File: config.mk
export PLATFORM = sky130hd
export DESIGN_NAME = iobus_sseg_ctrl
export DESIGN_NICKNAME = d
export VERILOG_FILES = /design/src/rtl/otter_io_pkg.sv /design/src/rtl/sseg_hex_decoder.sv /design/src/rtl/iobus_sseg_ctrl.sv
export SDC_FILE = /design/constraint.sdc
export NUM_CORES = 1
export LEC_CHECK = 0
export ABC_AREA = 1
export CAP_MARGIN = 5
export CORE_MARGIN = 2
export CORE_UTILIZATION = 40
export DETAILED_ROUTE_END_ITERATION = 10
export GPL_TIMING_DRIVEN = 0
export PLACE_DENSITY = 0.72
export SKIP_CTS_REPAIR_TIMING = 1
export SYNTH_ARGS = -nofsm -noshare
export SYNTH_HDL_FRONTEND = slang
export SYNTH_SLANG_ARGS = --single-unit
File: constraint.sdc
create_clock -name clk -period 1.45 [get_ports clk]
set_input_delay 0.2175 -clock clk [delete_from_list [all_inputs] [get_ports clk]]
set_output_delay 0.2175 -clock clk [all_outputs]
set_load 0.01 [all_outputs]
File: src/rtl/otter_io_pkg.sv
// Shared definitions for the IOBUS seven-segment responder.
//  - IOBUS register addresses (data, control, status)
//  - seg_t:  cathode vector, active-low, [0]=a .. [6]=g, [7]=dp
//  - ctrl_t: control register fields {dp mask, leading-zero blank, enable}
//  - hexfont: nibble -> active-high a..g glyph lookup
package otter_io_pkg;

    localparam logic [31:0] DATA_ADDR   = 32'h1100C010;
    localparam logic [31:0] CTRL_ADDR   = 32'h1100C014;
    localparam logic [31:0] STATUS_ADDR = 32'h1100C018;

    typedef logic [7:0] seg_t;

    typedef struct packed {
        logic [3:0] dp;
        logic       blank;
        logic       en;
    } ctrl_t;

    // Bit order g..a (bit 6 = g, bit 0 = a), segment on = 1.
    localparam logic [6:0] HEXFONT [16] = '{
        7'h3F, 7'h06, 7'h5B, 7'h4F,   // 0 1 2 3
        7'h66, 7'h6D, 7'h7D, 7'h07,   // 4 5 6 7
        7'h7F, 7'h6F, 7'h77, 7'h7C,   // 8 9 A b
        7'h39, 7'h5E, 7'h79, 7'h71    // C d E F
    };

    function automatic logic [6:0] hexfont(input logic [3:0] nibble);
        return HEXFONT[nibble];
    endfunction

endpackage

File: src/rtl/sseg_hex_decoder.sv
// Combinational hex nibble to seven-segment glyph decoder.
// Ports:
//  nibble_i  in  4  hex digit value
//  seg_o     out 7  active-high segments, [0]=a .. [6]=g
module sseg_hex_decoder
    import otter_io_pkg::*;
(
    input  logic [3:0] nibble_i,
    output logic [6:0] seg_o
);

    assign seg_o = hexfont(nibble_i);

endmodule

File: src/rtl/iobus_sseg_ctrl.sv
// IOBUS responder driving the Basys3 4-digit seven-segment display.
// Firmware writes a 16-bit hex value and control bits; the block scans
// the digits on its own, one digit every REFRESH_CNT clocks.
// Ports:
//  clk         in   1   system clock
//  RST_N       in   1   synchronous active-low reset
//  IOBUS_ADDR  in   32  bus address
//  IOBUS_OUT   in   32  write data
//  IOBUS_WR    in   1   write strobe
//  RD_DATA     out  32  combinational read data, 0 when not selected
//  SEL         out  1   address hits one of the three registers
//  segs        out  8   active-low cathodes, [7]=dp
//  an          out  4   active-low one-hot anodes
module iobus_sseg_ctrl
    import otter_io_pkg::*;
#(
    parameter int unsigned REFRESH_CNT = 50000
) (
    input  logic        clk,
    input  logic        RST_N,
    input  logic [31:0] IOBUS_ADDR,
    input  logic [31:0] IOBUS_OUT,
    input  logic        IOBUS_WR,
    output logic [31:0] RD_DATA,
    output logic        SEL,
    output seg_t        segs,
    output logic [3:0]  an
);

    localparam int CNT_W = (REFRESH_CNT > 2) ? $clog2(REFRESH_CNT) : 1;
    localparam logic [CNT_W-1:0] CNT_LAST = CNT_W'(REFRESH_CNT - 1);

    typedef enum logic [1:0] {D0 = 2'd0, D1 = 2'd1, D2 = 2'd2, D3 = 2'd3} digit_e;

    logic [15:0]      data_q, data_d;
    ctrl_t            ctrl_q, ctrl_d;
    logic [CNT_W-1:0] cnt_q, cnt_d;
    digit_e           state_q, state_d;
    seg_t             segs_q, segs_d;
    logic [3:0]       an_q, an_d;

    logic             hit_data, hit_ctrl, hit_status;
    logic             tc;
    logic [3:0]       nibble;
    logic [6:0]       glyph;
    logic             blank_digit;
    logic             unused_wdata;

    assign unused_wdata = ^IOBUS_OUT[31:16];

    // Address decode and read mux
    assign hit_data   = (IOBUS_ADDR == DATA_ADDR);
    assign hit_ctrl   = (IOBUS_ADDR == CTRL_ADDR);
    assign hit_status = (IOBUS_ADDR == STATUS_ADDR);
    assign SEL        = hit_data | hit_ctrl | hit_status;

    always_comb begin
        RD_DATA = 32'h0;
        if (hit_data)   RD_DATA = {16'h0, data_q};
        if (hit_ctrl)   RD_DATA = {24'h0, ctrl_q.dp, 2'b00, ctrl_q.blank, ctrl_q.en};
        if (hit_status) RD_DATA = {30'h0, state_q};
    end

    // Register file writes
    always_comb begin
        data_d = data_q;
        ctrl_d = ctrl_q;
        if (IOBUS_WR && hit_data) data_d = IOBUS_OUT[15:0];
        if (IOBUS_WR && hit_ctrl) ctrl_d = '{dp: IOBUS_OUT[7:4], blank: IOBUS_OUT[1], en: IOBUS_OUT[0]};
    end

    // Refresh counter; tc marks the last cycle of the current digit
    always_comb begin
        cnt_d = cnt_q;
        tc    = 1'b0;
        if (!ctrl_q.en) begin
            cnt_d = '0;
        end else if (cnt_q == CNT_LAST) begin
            cnt_d = '0;
            tc    = 1'b1;
        end else begin
            cnt_d = cnt_q + 1'b1;
        end
    end

    // Digit FSM: parked on D0 while disabled, advances on terminal count
    always_comb begin
        state_d = state_q;
        if (!ctrl_q.en) begin
            state_d = D0;
        end else if (tc) begin
            unique case (state_q)
                D0: state_d = D1;
                D1: state_d = D2;
                D2: state_d = D3;
                D3: state_d = D0;
            endcase
        end
    end

    // Digit k is a leading zero when nibbles k..3 are all zero; digit 0 always shows.
    always_comb begin
        unique case (state_q)
            D0: blank_digit = 1'b0;
            D1: blank_digit = (data_q[15:4]  == 12'h0);
            D2: blank_digit = (data_q[15:8]  == 8'h0);
            D3: blank_digit = (data_q[15:12] == 4'h0);
        endcase
    end

    assign nibble = data_q[{state_q, 2'b00} +: 4];

    sseg_hex_decoder u_dec (
        .nibble_i (nibble),
        .seg_o    (glyph)
    );

    // Output register input: built from the current (post-edge) state so a
    // register write shows on the very next edge.
    always_comb begin
        an_d   = 4'hF;
        segs_d = 8'hFF;
        if (ctrl_q.en) begin
            an_d      = ~(4'b0001 << state_q);
            segs_d[7] = ~ctrl_q.dp[state_q];
            segs_d[6:0] = (ctrl_q.blank && blank_digit) ? 7'h7F : ~glyph;
        end
    end

    always_ff @(posedge clk) begin
        if (!RST_N) begin
            data_q  <= 16'h0;
            ctrl_q  <= '{dp: 4'h0, blank: 1'b1, en: 1'b1};
            cnt_q   <= '0;
            state_q <= D0;
            segs_q  <= 8'hFF;
            an_q    <= 4'hF;
        end else begin
            data_q  <= data_d;
            ctrl_q  <= ctrl_d;
            cnt_q   <= cnt_d;
            state_q <= state_d;
            segs_q  <= segs_d;
            an_q    <= an_d;
        end
    end

    assign segs = segs_q;
    assign an   = an_q;

endmodule

==> reports/qor.csv <==
stage,metric,value,unit
outcome,status,"finished, violations left",
outcome,failing checks,setup timing,
timing,# setup viols final,40,
finish,Final Util,0.645,
finish,Non-Filler Instances,723,
logic_synthesis,Area contributors post-synth,"dfxtp_1, nand2_1, nor2_1, nand3_1, inv_1",
grt,pin count of the biggest net entering global routing,16,
hold_path,worst hold path type,reg -> reg,
setup_path,Crit path top cell by count,nand2_2,
timing,Fin Setup TNS,-5.77,ns
routing,Routed WL per cell,12.6,um
finish,area grow syn2layout,55.6,%
placed_design,Inst Count DP,687,
placed_design,Port Buffer Count,79,
floorplanning,Die Y,93.5,um
finish,Filler cells,657,
setup_path,"delay-heaviest family, CP",flip-flops,
setup_path,Bufs and invs on worst path,3,
setup_path,Worst Setup Start Kind,flop,
logic_synthesis,ys flop type,dfxtp_1,
clock_tree,Clock Sinks,52,
timing,RSZ-0062 raised after global routing,true,
logic_synthesis,Mapped Cells,491,
logic_synthesis,cell area after synthesis,0.00320,mm^2
power,Power Dens Cells,537,mW/mm^2
routing,vias,3487,
timing,skew final,0.00985,ns
timing,Max Slew Vio Count,0,
routing,via density per instance,4.82,
routing,drt pass-1 iters,5,
logic_synthesis,Yosys reg bits,52,
clock_tree,CTS HTree Levels,2,
job,max cap viols,0,
setup_path,slowest CP cell,dfxtp_4,
logic_synthesis,synth cell count leaders,"nand2_1, nor2_1, dfxtp_1, inv_1, nand3_1",
placed_design,routability cong.,0.894,
power,worst vdd ir,0.000361,V
logic_synthesis,YS warnings,0,
logic_synthesis,Syn Area/Cell,6.53,um^2
setup_path,crit end category,flop,
routing,Post-Route WL,9.13,mm
timing,Setup WS post-layout,-0.242,ns
floorplanning,CORE AREA,0.00773,mm^2
clock_tree,"Reg clk slew, reported paths",0.09,ns
logic_synthesis,top cell type by total area after synthesis,dfxtp_1,
routing,number of DRC markers in iteration 0,211,
finish,# diodes,0,
grt,vias in the first global route,2984,
routing,DRC,0,
timing,"Min Clock Period, post-route",1.69,ns
placed_design,pre-CTS setup slack,-1.05,ns
finish,nets,700,
floorplanning,initial cell density of the core,0.415,
logic_synthesis,sequential fraction of the synthesis area,0.325,
logic_synthesis,share of synthesized registers carrying an async set or reset,0,
timing,fmax,591,MHz
logic_synthesis,Synth top area share,0.325,
setup_path,"Cell Chain, Critical Path","inv_2, buf_8, o211ai_1, nand2_2, inv_4, ha_4, nand2_2, nor2_1, a21oi_1, nand2_1",
setup_path,"Req. time, crit path",1.64,ns
floorplanning,IO Count,112,
placed_design,HPWL Detailed,6.16,mm
setup_path,Arrival @ worst endpoint,1.88,ns
setup_path,crit-path max cell delay,0.39,ns
grt,first-pass GRT wire length,12.8,mm
clock_tree,Clock Latency Late Sink,0.30,ns
finish,share of layout cells above drive strength 1,0.353,
power,Static Leak,2.25,nW
floorplanning,Rows,32,
routing,Final ANT Viol Nets,0,
clock_tree,Inserted Clock Buffers,5,
grt,initial antenna violation count,0,
setup_path,crit-path max FO,8,
floorplanning,full die area,0.00874,mm^2
setup_path,critical path class,reg -> reg,
logic_synthesis,"EDFF count, synth",0,
floorplanning,die width,93.5,um
clock_tree,CTS Root Buffer Type,clkbuf_8,
clock_tree,clk buf depth,2,
grt,Overall Global Routing Usage,0.178,
timing,final hold violations,0,
logic_synthesis,Synth cell types,36,
grt,grt total ovfl,0,
logic_synthesis,"count leader, synth",nand2_1,
clock_tree,CTS tree,done,
timing,period utilization,1.17,
-- report_power, final --
| group | switching [W] | internal, W |
|---|---|---|
| Sequential | 0.00000936 | 0.00144 |
| Combinational | 0.000172 | 0.000213 |
| Clock | 0.000459 | 0.000381 |
| Total | 0.000640 | 0.00204 |
-- area by class of cell --
cell class	instances	area, um^2	share of cell area
Multi-Input combinational cell	366	2230	0.447
Sequential cell	52	1050	0.211
Timing Repair Buffer	108	1020	0.205
Buffer	28	238	0.0477
Inverter	60	230	0.0462
Tap cell	102	128	0.0256
Clock buffer	6	82.6	0.0166
Clock inverter	1	8.76	0.00176
-- tightest hold or removal path, cell delays in order, from the launching register on --
cell and delay [ns]:
dfxtp_1 0.34, nor2_1 0.05, nor2_1 0.06
-- through the flow --
stage	total power, W	hold WS, ns	instance area (um^2)
finish	0.00268	0.484	4990
global route	0.00279	0.517	4990
CTS	0.00264	0.459	4300
detailed placement	0.00182	0.435	4210
global placement	0.00182	0.428	4210
floorplan	0.00164	0.331	3290
-- state kept, by name (all words and copies together) (netlist names) --
register / flops
ctrl_q: 6
an: 4
cnt_q: 16
data_q: 16
state_q: 2
segs: 8
-- cell families after synthesis --
logic type | synth area share
AO/OA/AOI/OAI | 0.0523
adder cells (fa/ha/maj) | 0.0469
flip-flops | 0.325
other | 0.00117
XOR/XNOR | 0.0164
AND/OR/NAND/NOR | 0.428
buffers and inverters | 0.130
-- cell usage in the layout (no fill, tap or decap), drive strengths merged, types with 3 or more instances in the layout --
cell,count
nor2,108
dfxtp,52
o211ai,5
ha,12
nor3,13
nand3,37
xnor2,4
nor3b,3
nand4,9
o21ai,10
buf,78
nand2,117
nand3b,12
clkdlybuf4s50,30
dlymetal6s2s,9
conb,16
inv,60
a21oi,12
clkbuf,25
-- worst paths after layout --
kind | startpoint | slack (ns) | to | cells after the start
worst max-delay path | state_q[0]$_SDFFE_PN0P_ | -0.24 | segs[1]$_SDFF_PP1_ | 10
worst min register to register | data_q[7]$_SDFFE_PN0P_ | 0.48 | data_q[7]$_SDFFE_PN0P_ | 2
worst max register to register | state_q[0]$_SDFFE_PN0P_ | -0.24 | segs[1]$_SDFF_PP1_ | 10
worst min-delay path | data_q[7]$_SDFFE_PN0P_ | 0.48 | data_q[7]$_SDFFE_PN0P_ | 2
-- layer usage --
| metal | track usage | wire length (um) | vias to the layer above |
|---|---|---|---|
| li1 | - | - | 1768 |
| met5 | 0 | 0 | - |
| met4 | 0.0417 | 203 | 0 |
| met3 | 0.0290 | 452 | 30 |
| met1 | 0.221 | 3870 | 1564 |
| met2 | 0.321 | 4600 | 125 |
No activity file was read; power rests on OpenSTA's default activity.
